## src/rtl/alu_op_sequencer.sv

```systemverilog
// Controller side of the tri-state ALU: issues one operation, waits for the inputs to settle, enables the result bus and returns the sample.
// Optional macro ALU_OP_SEQUENCER_STATS_EN adds saturating OpCount/ErrCount handshake counters.
module alu_op_sequencer #(
    parameter int BitWidth     = 8,
    parameter int SettleCycles = 2
) (
    input  logic                Clk,
    input  logic                Reset,
    input  logic                ReqValid,
    output logic                ReqReady,
    input  logic [3:0]          ReqOp,
    input  logic [BitWidth-1:0] ReqA,
    input  logic [BitWidth-1:0] ReqB,
    output logic                RspValid,
    input  logic                RspReady,
    output logic [BitWidth-1:0] RspLow,
    output logic [BitWidth-1:0] RspHigh,
    output logic [3:0]          RspFlags,
    output logic                RspErr,
    output logic [BitWidth-1:0] AluA,
    output logic [BitWidth-1:0] AluB,
    output logic [3:0]          AluFunc,
    output logic                AluOE,
    input  logic [BitWidth-1:0] AluResLow,
    input  logic [BitWidth-1:0] AluResHigh,
    input  logic [3:0]          AluFlags
`ifdef ALU_OP_SEQUENCER_STATS_EN
    ,
    output logic [15:0]         OpCount,
    output logic [7:0]          ErrCount
`endif
);

    localparam int SETTLE_LOAD = (SettleCycles < 1) ? 1 : SettleCycles;
    localparam int CW          = $clog2(SETTLE_LOAD + 1);

    typedef enum logic [2:0] {
        IDLE,
        SETTLE,
        READ0,
        READ1,
        RESP
    } state_t;

    state_t          state;
    state_t          state_next;
    logic [CW-1:0]   settle_cnt;
    logic            op_legal;
    logic            accept;
    logic            rsp_done;

    assign op_legal = ~ReqOp[3];
    assign accept   = (state == IDLE) && ReqValid;
    assign rsp_done = (state == RESP) && RspReady;

    always_ff @(posedge Clk or posedge Reset) begin
        if (Reset) begin
            state <= IDLE;
        end else begin
            state <= state_next;
        end
    end

    always_comb begin
        state_next = state;
        ReqReady   = 1'b0;
        RspValid   = 1'b0;
        AluOE      = 1'b1;
        case (state)
            IDLE: begin
                ReqReady = 1'b1;
                if (ReqValid) begin
                    state_next = op_legal ? SETTLE : RESP;
                end
            end
            SETTLE: begin
                if (settle_cnt == CW'(1)) begin
                    state_next = READ0;
                end
            end
            READ0: begin
                AluOE      = 1'b0;
                state_next = READ1;
            end
            READ1: begin
                AluOE      = 1'b0;
                state_next = RESP;
            end
            RESP: begin
                RspValid = 1'b1;
                if (RspReady) begin
                    state_next = IDLE;
                end
            end
            default: state_next = IDLE;
        endcase
    end

    // ALU inputs only change on a legal accept so they stay quiet through RESP.
    always_ff @(posedge Clk or posedge Reset) begin
        if (Reset) begin
            AluA       <= '0;
            AluB       <= '0;
            AluFunc    <= '0;
            settle_cnt <= '0;
        end else if (accept && op_legal) begin
            AluA       <= ReqA;
            AluB       <= ReqB;
            AluFunc    <= ReqOp;
            settle_cnt <= CW'(SETTLE_LOAD);
        end else if (state == SETTLE) begin
            settle_cnt <= settle_cnt - CW'(1);
        end
    end

    always_ff @(posedge Clk or posedge Reset) begin
        if (Reset) begin
            RspLow   <= '0;
            RspHigh  <= '0;
            RspFlags <= '0;
            RspErr   <= 1'b0;
        end else if (accept && !op_legal) begin
            RspLow   <= '0;
            RspHigh  <= '0;
            RspFlags <= '0;
            RspErr   <= 1'b1;
        end else if (state == READ1) begin
            RspLow   <= AluResLow;
            RspHigh  <= AluResHigh;
            RspFlags <= AluFlags;
            RspErr   <= 1'b0;
        end
    end

`ifdef ALU_OP_SEQUENCER_STATS_EN
    always_ff @(posedge Clk or posedge Reset) begin
        if (Reset) begin
            OpCount  <= '0;
            ErrCount <= '0;
        end else if (rsp_done) begin
            if (RspErr) begin
                if (ErrCount != '1) ErrCount <= ErrCount + 8'd1;
            end else begin
                if (OpCount != '1) OpCount <= OpCount + 16'd1;
            end
        end
    end
`else
    logic unused_rsp_done;
    assign unused_rsp_done = rsp_done;
`endif

endmodule

```

## config.mk

```make
export PLATFORM = sky130hd
export DESIGN_NAME = alu_op_sequencer
export DESIGN_NICKNAME = d
export VERILOG_FILES = /design/src/rtl/alu_op_sequencer.sv
export SDC_FILE = /design/constraint.sdc
export NUM_CORES = 1
export LEC_CHECK = 0
export BUFFER_PORTS_ARGS = -buffer_cell sky130_fd_sc_hd__buf_4
export CAP_MARGIN = 20
export CELL_PAD_IN_SITES_DETAIL_PLACEMENT = 0
export CELL_PAD_IN_SITES_GLOBAL_PLACEMENT = 2
export CORE_AREA = 5 5 120 65
export DETAILED_ROUTE_END_ITERATION = 8
export DIE_AREA = 0 0 125 70
export GPL_ROUTABILITY_DRIVEN = 0
export PLACE_DENSITY = 0.91
export SETUP_SLACK_MARGIN = 0.5
export SYNTH_ARGS = -nofsm -noshare
export SYNTH_HDL_FRONTEND = slang
export SYNTH_SLANG_ARGS = --single-unit
```

## constraint.sdc

```tcl
create_clock -name Clk -period 3.5 [get_ports Clk]
set_clock_uncertainty 0.15 [all_clocks]
set_input_delay 0.35 -clock Clk [delete_from_list [all_inputs] [get_ports Clk]]
set_output_delay 0.35 -clock Clk [all_outputs]
set_load 0.02 [all_outputs]
```

======== After elaboration in Yosys (flattened, before gate mapping) ========
Index checks and enable logic that the tools add are counted.
storage, ports and cells
  register bits ........................... 46
  input port bits ......................... 44
  output and inout port bits .............. 44
  logic and storage cells ................. 45
cells by class
  $add $sub $neg .......................... 1
  equal/unequal tests ..................... 8
  mux-type cells .......................... 18
  bitwise gates (word level) .............. 1
  reduce and logical (&&, ||, !) cells .... 8
operators by type and width
  cell                 count
  $mux 8               4
  $pmux 3 s5           1
  $mux 3               4
  $mux 4               2
  $eq 3x2->1 const B   2
  $ne 2x2->1 const B   3
  $mux 1               5
  $mux 2               2
  $reduce_bool 2->1    2
  $eq 3x1->1 const B   1
  $eq 3x3->1 const B   1
  $logic_and 1x1->1    3
  $logic_not 3->1      1
  $reduce_and 3->1     1
  $eq 2x1->1 const B   1
  $reduce_or 2->1      1
  $sub 2x1->2 const B  1
  $not 1->1            1

======== Depth between registers and ports, before layout ========
  word-level depth ........................ 4
  mapped depth ............................ 6
  depth with buffers taken out ............ 5

======== Worst setup path before layout ========
No wires, ideal clock.
  path type ............................... register to register
  start ................................... register state[1]
  end ..................................... register AluA[3]
  library setup time ...................... 0.125 ns
  data arrival time ....................... 1.638 ns
  required time ........................... 3.225 ns
  slack ................................... 1.587 ns
  stages on the path, launching flop included .. 7
  path buffers ............................ 3
  clock period less this slack ............ 1.913 ns
  cell sequence ........................... dfrtp_1 -> buf_6 -> nor3_2 -> and3b_1 -> buf_6 -> buf_12 -> mux2_4
on the way
  longest elaborated chain between the ends .. 3
ends and longest elaborated chain
  what                      line  RTL
  start: declaration        45    state_t state;
  start signal: assignment  60    state <= state_next;
  $logic_not 3->1           53    assign accept = (state == IDLE) && ReqValid;
  $logic_and 1x1->1         53
  $logic_and 1x1->1         106   end else if (accept && op_legal) begin
  end signal: assignment    107   AluA <= ReqA;
  end: declaration          20    output logic [BitWidth-1:0] AluA,
Every way passes these cells.
A chain may end at the register's enable or synchronous reset.

======== Worst setup path in the final report ========
  start ................................... register state[1]
  end ..................................... register AluB[1]
on the way
  longest elaborated chain between the ends .. 3
ends and longest elaborated chain
  what                    line  RTL
  $logic_not 3->1         53
  $logic_and 1x1->1       53
  $logic_and 1x1->1       106
  end signal: assignment  108   AluB <= ReqB;
  end: declaration        21    output logic [BitWidth-1:0] AluB,
Every way passes these cells.

==> reports/results.ini <==
[outcome]
status = finished, final reports clean

[finish]
diodes = 0
nets = 291
final_common_cell = buf_4
final_cell_mix = buf_4 (88), dfrtp_1 (46), nand2_1 (41), a21oi_1 (21), mux2_4 (17)
drive_gt1_frac = 0.463
areaGrowthSynthToFinish_pct = 42.1

[worst_setup_path]
cp.required_ns = 3.51
worstPathBufferInverterCount = 1
r2r_slack_ns = 1.63
critPathSlowestCell = dfrtp_1
critPathKind = register to register
crit_path_cell_trace = nor3_2 > and3b_1 > buf_4 > mux2_1
r2r-end = AluB[1]
critPathCaptureType = register
critical_path.max_stage_delay_ns = 0.46
path_delay_family = flip-flops
startpoint = state[1]
r2r_start = state[1]
ff2ff_path_depth = 4
arrival_ns = 1.88
start_kind = register
crit_fanout = 22

[logic_synthesis]
synth_xor_xnor_area_share = 0.00450
synth.cell_area_mm2 = 0.00195
synth-edff-count = 0
yosys.area_share.adder = 0.00642
yosys_warnings = 0
avgSynthCellArea_um2 = 12.1
ys_seq_area_frac = 0.591
synth_mux_area_frac = 0.148
synthArstFlopShare = 1.00
synth-simple-area-share = 0.128
synth_top_family_by_area = multiplexers
synth_compound_area_frac = 0.0706
syn_nets = 206
synth_seq_cells = 46
syn_inst = 161
ys.flop_type = dfrtp_1
ys_types = 25

[clock_network]
cts.hold.buffers_added = 0
clock-root-buffer = clkbuf_16
cts_buffers = 5
htreeDepth = 2
clk_latency_ns = 0.28
cts_tree = yes
post_cts_buffers = 0
cts_resized = 0
clock-sinks = 46
path_clk_slew_ns = 0.06
clock_path_buffers = 2

[power]
p_per_area_mw_per_mm2 = 980
leakage_nw = 1.38
vdd_ir_drop_max_uv = 295

[floorplan]
core-area_mm2 = 0.00654
num_rows = 21
start_util = 0.298
die_h_um = 70
die_x_um = 125
die_area_mm2 = 0.00875
ios = 88

[routing]
via_count = 1443
antenna_left = 0
vias_per_cell = 4.27
wl_per_cell_um = 13.9
routed_wl_um = 4690
drtPass1Iterations = 4
drt-initial-drc-count = 69
drt_drc_violations_left = 0

[timing]
setup_viol = 0
max_freq_mhz = 535
final.setup.tns_ns = 0
hold_violations = 0
hold_ws_ns = 0.139
max_slew_margin = 0.366
rsz0062_at_grt = no
tightest_slew_ns = 0.949
post-route-period-util = 0.534
post-route-min-period_ns = 1.87
drv_slew = 0

[place]
port_buffers = 87
place_hpwl_um = 3450

[global_route]
grt_pass1_wl_um = 7520
grt_pass1_vias = 1522
overflow = 0
grt_max_degree = 47
grtUsageTotal = 0.106
antenna_found_initial = 0

[job]
maxCapViolCount = 0

[hold_path]
hp-class = input port to async pin

sequential cells by signal, summed over array words and instances, names as in the netlist, 2 cells and up:
name,cells
RspFlags,4
AluA,8
RspLow,8
AluFunc,4
settle_cnt,2
state,3
AluB,8
RspHigh,8
worst max-delay path by stage:
| stage | cells after the start | end | slack [ns] |
|---|---|---|---|
| 2_1_floorplan | 6 | AluA[3] | 1.59 |
| 3_3_place_gp | 4 | AluB[1] | 1.68 |
| 3_5_place_dp | 4 | AluB[1] | 1.62 |
| 4_1_cts | 4 | AluB[1] | 1.61 |
| 5_1_grt | 3 | RspLow[4] | 1.47 |
| 6_report | 4 | AluB[1] | 1.63 |
layer usage:
| layer | global-route usage | vias up | wire length, um |
|---|---|---|---|
| li1 | - | 697 | - |
| met2 | 0.196 | 21 | 2610 |
| met3 | 0.0289 | 2 | 160 |
| met1 | 0.117 | 723 | 1890 |
| met5 | 0 | - | 0 |
| met4 | 0.0361 | 0 | 40 |
stage by stage:
step	power, mW	setup slack, ns	utilization	std cells	instance area (um2)
floorplan	1.78	1.59	-	161	1950
global placement	2.26	1.68	0.403	331	2640
detailed placement	2.30	1.62	0.403	331	2640
CTS	2.75	1.61	0.423	338	2770
global route	2.88	1.47	0.423	338	2770
finish	2.71	1.63	0.423	338	2770
logic make-up after synthesis:
family	count (synthesis)
and+or+nand+nor	55
adders and majority gates	1
xor gates and xnor gates	1
AOI/OAI and AO/OA	25
muxes	20
buffers and inverters	13
DFF	46
area by class of cell:
| cell class | count | area [um2] |
|---|---|---|
| Sequential cell | 46 | 1150 |
| Tap cell | 92 | 115 |
| Timing Repair Buffer | 88 | 661 |
| Clock buffer | 7 | 133 |
| Inverter | 3 | 11.3 |
| Fill cell | 642 | 3770 |
| Multi-Input combinational cell | 102 | 697 |
synthesized netlist by cell type (2+ instances only):
cell,count,share of area
mux2_4,17,0.13
nor2_1,3,0.0058
clkbuf_1,3,0.0058
inv_1,3,0.0058
dfrtp_1,46,0.59
nand2_1,41,0.079
nor3b_1,2,0.0077
nor2b_1,2,0.0064
buf_6,2,0.012
buf_2,3,0.0077
buf_12,2,0.021
mux2_1,2,0.012
and3b_1,2,0.0090
a21oi_1,21,0.054
a211o_1,2,0.0090
worst register-to-register path, stage by stage (launching register included):
cell and delay [ns]:
dfrtp_1 0.46, nor3_2 0.26, and3b_1 0.18, buf_4 0.34, mux2_1 0.37
power by group:
group | leakage (nW) | internal (mW) | switching [mW]
Combinational | 0.726 | 0.643 | 0.666
Clock | 0.0640 | 0.261 | 0.182
Sequential | 0.585 | 0.794 | 0.168
Power figures use the tool's default switching activity.
